## config.mk

```make
export PLATFORM = sky130hd
export DESIGN_NAME = sum_uart_tx
export DESIGN_NICKNAME = d
export VERILOG_FILES = /design/src/rtl/sum_uart_pkg.sv /design/src/rtl/uart_baud_gen.sv /design/src/rtl/sum_uart_tx.sv
export SDC_FILE = /design/constraint.sdc
export NUM_CORES = 1
export LEC_CHECK = 0
export BUFFER_PORTS_ARGS = -buffer_cell sky130_fd_sc_hd__buf_2
export CORE_AREA = 2 2 69 71
export DETAILED_ROUTE_END_ITERATION = 10
export DIE_AREA = 0 0 71 73
export SYNTH_ARGS = -nofsm -noshare
export SYNTH_HDL_FRONTEND = slang
export SYNTH_SLANG_ARGS = --single-unit
export TNS_END_PERCENT = 1
```

## constraint.sdc

```tcl
create_clock -name clk -period 2.9 [get_ports clk]
set_input_delay 0.435 -clock clk [delete_from_list [all_inputs] [get_ports clk]]
set_output_delay 0.435 -clock clk [all_outputs]
set_load 0.005 [all_outputs]
```

## src/rtl/sum_uart_pkg.sv

```systemverilog
// Shared types and constants for the sum/latch UART transmitter.
package sum_uart_pkg;

    // Frame sequencer states
    typedef enum logic [2:0] {
        ST_IDLE   = 3'd0,
        ST_START  = 3'd1,
        ST_DATA   = 3'd2,
        ST_PARITY = 3'd3,
        ST_STOP   = 3'd4
    } tx_state_e;

    // Parity modes
    localparam int PAR_NONE = 0;
    localparam int PAR_EVEN = 1;
    localparam int PAR_ODD  = 2;

    // Parity bit for a data byte: even mode is the XOR of the bits, odd mode its inverse
    function automatic logic parity_bit(input logic [7:0] data, input int mode);
        logic p;
        p = ^data;
        return (mode == PAR_ODD) ? ~p : p;
    endfunction

endpackage

```

## src/rtl/uart_baud_gen.sv

```systemverilog
// Bit-cell timer: counts 0..CLKS_PER_BIT-1 and pulses bit_done on the last count.
// clear restarts the cell so every state entry begins a fresh, full-length cell.
module uart_baud_gen
    import sum_uart_pkg::*;
#(
    parameter int CLKS_PER_BIT = 16
) (
    input  logic clk,
    input  logic reset,
    input  logic clear,
    output logic bit_done
);

    localparam int CNT_W = (CLKS_PER_BIT > 2) ? $clog2(CLKS_PER_BIT) : 1;
    localparam logic [CNT_W-1:0] LAST_CNT = CNT_W'(CLKS_PER_BIT - 1);

    logic [CNT_W-1:0] cnt_q;
    logic [CNT_W-1:0] cnt_d;

    // Next count: restart on clear or at the end of a cell, otherwise advance
    always_comb begin
        cnt_d = cnt_q;
        if (clear) begin
            cnt_d = '0;
        end else if (cnt_q == LAST_CNT) begin
            cnt_d = '0;
        end else begin
            cnt_d = cnt_q + CNT_W'(1);
        end
    end

    // Counter register
    always_ff @(posedge clk or posedge reset) begin
        if (reset) begin
            cnt_q <= '0;
        end else begin
            cnt_q <= cnt_d;
        end
    end

    assign bit_done = (cnt_q == LAST_CNT);

endmodule

```

## src/rtl/sum_uart_tx.sv

```systemverilog
// UART transmitter for the sum/latch result byte. One-entry holding register
// in front of the shift register lets the next byte queue during a frame;
// a queued byte follows the previous stop bit with no idle gap.
module sum_uart_tx
    import sum_uart_pkg::*;
#(
    parameter int CLK_FREQ  = 10_000_000,
    parameter int BAUD_RATE = 9600,
    parameter int PARITY    = 0,
    parameter int STOP_BITS = 1
) (
    input  logic       clk,
    input  logic       reset,
    input  logic       uart_tx_en,
    input  logic [7:0] uart_tx_data,
    output logic       uart_txd,
    output logic       uart_tx_busy,
    output logic       uart_tx_ready,
    output logic       uart_tx_overrun
);

    localparam int CLKS_PER_BIT = CLK_FREQ / BAUD_RATE;
    localparam logic LAST_STOP  = (STOP_BITS == 2) ? 1'b1 : 1'b0;

    if (CLKS_PER_BIT < 2) begin : g_bad_clks_per_bit
        $error("sum_uart_tx: CLK_FREQ/BAUD_RATE must be at least 2");
    end
    if (PARITY < PAR_NONE || PARITY > PAR_ODD) begin : g_bad_parity
        $error("sum_uart_tx: PARITY must be 0, 1 or 2");
    end
    if (STOP_BITS != 1 && STOP_BITS != 2) begin : g_bad_stop_bits
        $error("sum_uart_tx: STOP_BITS must be 1 or 2");
    end

    tx_state_e  state_q, state_d;
    logic [7:0] hold_q, hold_d;
    logic       hold_full_q, hold_full_d;
    logic [7:0] shift_q, shift_d;
    logic [2:0] idx_q, idx_d;
    logic       stop_q, stop_d;
    logic       txd_q, txd_d;
    logic       busy_q, busy_d;
    logic       ready_q, ready_d;
    logic       ovr_q, ovr_d;

    logic       bit_done_s;
    logic       clear_s;
    logic       accept_s;
    logic       load_s;

    uart_baud_gen #(
        .CLKS_PER_BIT(CLKS_PER_BIT)
    ) u_baud (
        .clk     (clk),
        .reset   (reset),
        .clear   (clear_s),
        .bit_done(bit_done_s)
    );

    // Next-state logic for the sequencer, holding register and registered outputs
    always_comb begin
        state_d = state_q;
        idx_d   = idx_q;
        stop_d  = stop_q;

        accept_s = uart_tx_en & ready_q;
        load_s   = hold_full_q & ((state_q == ST_IDLE) |
                   ((state_q == ST_STOP) & bit_done_s & (stop_q == LAST_STOP)));

        case (state_q)
            ST_IDLE: begin
                if (load_s) begin
                    state_d = ST_START;
                end else begin
                    state_d = ST_IDLE;
                end
            end
            ST_START: begin
                if (bit_done_s) begin
                    state_d = ST_DATA;
                    idx_d   = 3'd0;
                end else begin
                    state_d = ST_START;
                end
            end
            ST_DATA: begin
                if (bit_done_s) begin
                    if (idx_q == 3'd7) begin
                        state_d = (PARITY != PAR_NONE) ? ST_PARITY : ST_STOP;
                        stop_d  = 1'b0;
                    end else begin
                        idx_d = idx_q + 3'd1;
                    end
                end else begin
                    idx_d = idx_q;
                end
            end
            ST_PARITY: begin
                if (bit_done_s) begin
                    state_d = ST_STOP;
                    stop_d  = 1'b0;
                end else begin
                    state_d = ST_PARITY;
                end
            end
            ST_STOP: begin
                if (bit_done_s) begin
                    if (stop_q == LAST_STOP) begin
                        state_d = load_s ? ST_START : ST_IDLE;
                    end else begin
                        stop_d = 1'b1;
                    end
                end else begin
                    stop_d = stop_q;
                end
            end
            default: begin
                state_d = ST_IDLE;
            end
        endcase

        // Accept and drain never coincide: accepting needs ready, i.e. holding empty
        shift_d     = load_s ? hold_q : shift_q;
        hold_d      = accept_s ? uart_tx_data : hold_q;
        hold_full_d = accept_s ? 1'b1 : (load_s ? 1'b0 : hold_full_q);

        case (state_d)
            ST_IDLE:   txd_d = 1'b1;
            ST_START:  txd_d = 1'b0;
            ST_DATA:   txd_d = shift_d[idx_d];
            ST_PARITY: txd_d = parity_bit(shift_d, PARITY);
            ST_STOP:   txd_d = 1'b1;
            default:   txd_d = 1'b1;
        endcase

        busy_d  = (state_d != ST_IDLE) | hold_full_d;
        ready_d = ~hold_full_d;
        ovr_d   = uart_tx_en & ~ready_q;

        // Fresh bit cell on every state entry; held at zero while idle
        clear_s = (state_q == ST_IDLE) | (state_d != state_q);
    end

    // State, datapath and output registers
    always_ff @(posedge clk or posedge reset) begin
        if (reset) begin
            state_q     <= ST_IDLE;
            hold_q      <= 8'h00;
            hold_full_q <= 1'b0;
            shift_q     <= 8'h00;
            idx_q       <= 3'd0;
            stop_q      <= 1'b0;
            txd_q       <= 1'b1;
            busy_q      <= 1'b0;
            ready_q     <= 1'b1;
            ovr_q       <= 1'b0;
        end else begin
            state_q     <= state_d;
            hold_q      <= hold_d;
            hold_full_q <= hold_full_d;
            shift_q     <= shift_d;
            idx_q       <= idx_d;
            stop_q      <= stop_d;
            txd_q       <= txd_d;
            busy_q      <= busy_d;
            ready_q     <= ready_d;
            ovr_q       <= ovr_d;
        end
    end

    assign uart_txd        = txd_q;
    assign uart_tx_busy    = busy_q;
    assign uart_tx_ready   = ready_q;
    assign uart_tx_overrun = ovr_q;

endmodule

```

==> impl_metrics.env <==
export IMPL_run_status="completed"
export IMPL_final_min_clock_period_ps=2810
export IMPL_drive_gt1_frac=0.274
export IMPL_drt_total_wl_um=3530
export IMPL_power_density_nw_per_um2=521
export IMPL_worstSetupStartpointType="flop"
export IMPL_synth_compound_area_frac=0.0804
export IMPL_coreArea_sq_um=4540
export IMPL_die_y_um=73
export IMPL_mostFrequentLayoutCell="dfrtp_1"
export IMPL_synthSimpleGateAreaFrac=0.150
export IMPL_cts_sinks=38
export IMPL_fmax_mhz=356
export IMPL_initial_core_util=0.429
export IMPL_synth_top_family_by_area="simple AND/OR/NAND/NOR gates"
export IMPL_vias_per_cell=5.15
export IMPL_timing_hold_ws_ps=252
export IMPL_tns_ps=0
export IMPL_maxCapViolCount=0
export IMPL_die_w_um=71
export IMPL_track_usage=0.152
export IMPL_ys_types=38
export IMPL_crit_arrival_ps=3010
export IMPL_routedWlPerCell_um=13.9
export IMPL_yosys_register_bits=38
export IMPL_place_hpwl_um=2670
export IMPL_place_congestion=0.832
export IMPL_multiInputGateArea_sq_um=946
export IMPL_postCtsHoldBufs=0
export IMPL_ff2ff_setup_slack_ps=90
export IMPL_grt_pass1_wl_um=6240
export IMPL_worst_pin_slew_ps=464
export IMPL_nFillCells=421
export IMPL_synth_nets=190
export IMPL_rsz0062_at_grt="no"
export IMPL_fin_util=0.486
export IMPL_p_int_mw=0.855
export IMPL_crit_end="uart_txd$_DFF_PP1_"
export IMPL_clock_latency_ps=280
export IMPL_yosys_area_share_adder=0.0193
export IMPL_leakage_nw=1.01
export IMPL_swShare=0.254
export IMPL_drt_iter0_markers=66
export IMPL_combPwrFrac=0.160
export IMPL_rr_endpoint="uart_txd$_DFF_PP1_"
export IMPL_path_clk_slew_ps=70
export IMPL_final_cell_mix="dfrtp_1, xnor2_1, nand2_1, mux2_2, nor2_1"
export IMPL_hold_violations=0
export IMPL_diodes=0
export IMPL_fp_dieArea_sq_um=5180
export IMPL_seqPwrFrac=0.541
export IMPL_nets=214
export IMPL_relSlewSlack=0.691
export IMPL_fin_crit_sh=0.969
export IMPL_firstDrtPassIters=5
export IMPL_cts_buffer_depth=2
export IMPL_worstHoldPathType="in2async"
export IMPL_path_class="reg2reg"
export IMPL_cts_tree="done"
export IMPL_antenna_found_initial=0
export IMPL_crit_path_max_fanout=5
export IMPL_worstSetupEndpointType="flop"
export IMPL_synthXorXnorAreaFrac=0.108
export IMPL_rr_worst_depth=8
export IMPL_synth_area_mux_share=0.123
export IMPL_ys_seq_area_frac=0.490
export IMPL_reg2reg_from="u_baud.cnt_q[8]$_DFF_PP0_"
export IMPL_rows=25
export IMPL_gr_total_overflow=0
export IMPL_regArea_sq_um=953
export IMPL_syn_cell_area_sq_um=1950
export IMPL_p_switching_mw=0.291
export IMPL_vdd_ir_drop_max_v=0.000293
export IMPL_htree_levels=2
export IMPL_ys_warn_count=0
export IMPL_clkPwrFrac=0.300
export IMPL_vias=1313
export IMPL_cp_required_ps=3100
export IMPL_clockRootBuffer="clkbuf_8"
export IMPL_netlist_instances=176
export IMPL_slew_violations=0
export IMPL_numCtsBuffers=5
export IMPL_synthToLayoutAreaGrowth_pct=13.2
export IMPL_pin_count=15
export IMPL_drc=0
export IMPL_setup_worst_path_start="u_baud.cnt_q[8]$_DFF_PP0_"
export IMPL_numPortBuffers=14
export IMPL_grt_start_max_net_pins=39
export IMPL_avgSynthCellArea_sq_um=11.1
export IMPL_antenna_left=0
export IMPL_grt_pass1_vias=1365
export IMPL_setup_viol=0
export IMPL_fin_skew_ps=5.41
[cell usage after synthesis]
master | n | area, sq um
a21oi_1 | 6 | 30.0
a31oi_1 | 1 | 6.26
a32oi_1 | 1 | 8.76
a41oi_1 | 1 | 8.76
and3_1 | 3 | 18.8
buf_6 | 2 | 22.5
clkbuf_1 | 3 | 11.3
dfrtp_1 | 36 | 901
dfstp_2 | 2 | 52.6
ha_1 | 3 | 37.5
inv_1 | 6 | 22.5
mux2_2 | 16 | 180
mux2_4 | 2 | 30.0
mux2i_1 | 3 | 30.0
nand2_1 | 16 | 60.1
nand2b_1 | 2 | 12.5
nand3_1 | 7 | 35.0
nand3b_1 | 1 | 7.51
nand4_1 | 2 | 12.5
nor2_1 | 16 | 60.1
nor2b_1 | 1 | 6.26
nor3_1 | 1 | 5.00
nor3b_1 | 2 | 15.0
nor4_1 | 1 | 6.26
nor4bb_1 | 1 | 10.0
o211ai_1 | 1 | 7.51
o21ai_0 | 5 | 25.0
o21ai_4 | 1 | 16.3
o22ai_1 | 2 | 12.5
o31ai_1 | 1 | 7.51
o31ai_2 | 1 | 12.5
o31ai_4 | 1 | 21.3
or2_1 | 1 | 6.26
or3_1 | 2 | 12.5
or4b_1 | 1 | 10.0
or4b_4 | 1 | 13.8
xnor2_1 | 19 | 166
xor2_1 | 5 | 43.8
[metrics by stage]
step                      std cells  cell area, sq um  total power [mW]  worst slack [ps]
after floorplan                 176              1950             0.774              98.7
after global placement          245              2090             0.812               145
after detailed placement        245              2090             0.818              92.0
after CTS                       253              2180              1.16              48.7
after global routing            255              2200              1.21              13.2
final                           255              2200              1.15              91.0
[layout make-up]
cell class	instances	area share
well taps	54	0.0307
flip-flops and latches	38	0.433
inverters	6	0.0102
repair buffers	22	0.0591
clock inverters	2	0.00455
clock buffers	6	0.0330
multi-input cells	127	0.430
[how the worst min path moves through the flow]
stage,from,to,slack (ps),cells past startpoint
final,reset,hold_q[6]$_DFFE_PP0P_,250,3
after global routing,reset,hold_q[6]$_DFFE_PP0P_,290,3
after CTS,reset,hold_q[6]$_DFFE_PP0P_,260,3
after detailed placement,u_baud.cnt_q[0]$_DFF_PP0_,u_baud.cnt_q[0]$_DFF_PP0_,480,1
after global placement,u_baud.cnt_q[0]$_DFF_PP0_,u_baud.cnt_q[0]$_DFF_PP0_,480,1
after floorplan,u_baud.cnt_q[0]$_DFF_PP0_,u_baud.cnt_q[0]$_DFF_PP0_,450,1
[repair_timing]
item,CTS,global route
setup endpoints to repair,0,1
gates resized for setup,0,2
setup buffers,0,2
[critical path, cell delays in order, from the launching register on]
cell	delay, ps
dfrtp_1	430
or4b_4	510
or3_1	380
or2_1	290
o21ai_4	250
mux2_2	360
a32oi_1	150
nor4bb_2	230
o22ai_1	130
[per-layer routing]
metal	vias up	GRT usage	share of wire
met5	-	0	0
met4	0	0.0524	0.0082
met3	4	0.0373	0.027
met2	17	0.242	0.48
met1	639	0.204	0.48
li1	653	-	-
[registers in the layout (all words and copies together), names as in the netlist]
register         flops
u_baud.cnt_q        11
idx_q                3
uart_tx_busy         1
state_q              3
uart_txd             1
uart_tx_ready        1
shift_q              8
hold_q               8
uart_tx_overrun      1
hold_full_q          1
[power by group through the flow]
stage | Combinational (mW) | Sequential, mW | Clock, mW
after global routing | 0.200 | 0.627 | 0.382
after CTS | 0.187 | 0.621 | 0.357
final | 0.183 | 0.620 | 0.343
after detailed placement | 0.186 | 0.631 | 0
after global placement | 0.183 | 0.629 | 0
after floorplan | 0.159 | 0.615 | 0
[cell families (layout without fill, tap and decap cells)]
| family | count (synthesis) | after routing |
|---|---|---|
| xor+xnor | 24 | 24 |
| simple gates | 58 | 58 |
| buf+inv | 11 | 36 |
| mux | 21 | 21 |
| compound gates | 21 | 21 |
| fa+ha+maj | 3 | 3 |
| flops | 38 | 38 |
Power figures use the tool's default switching activity.
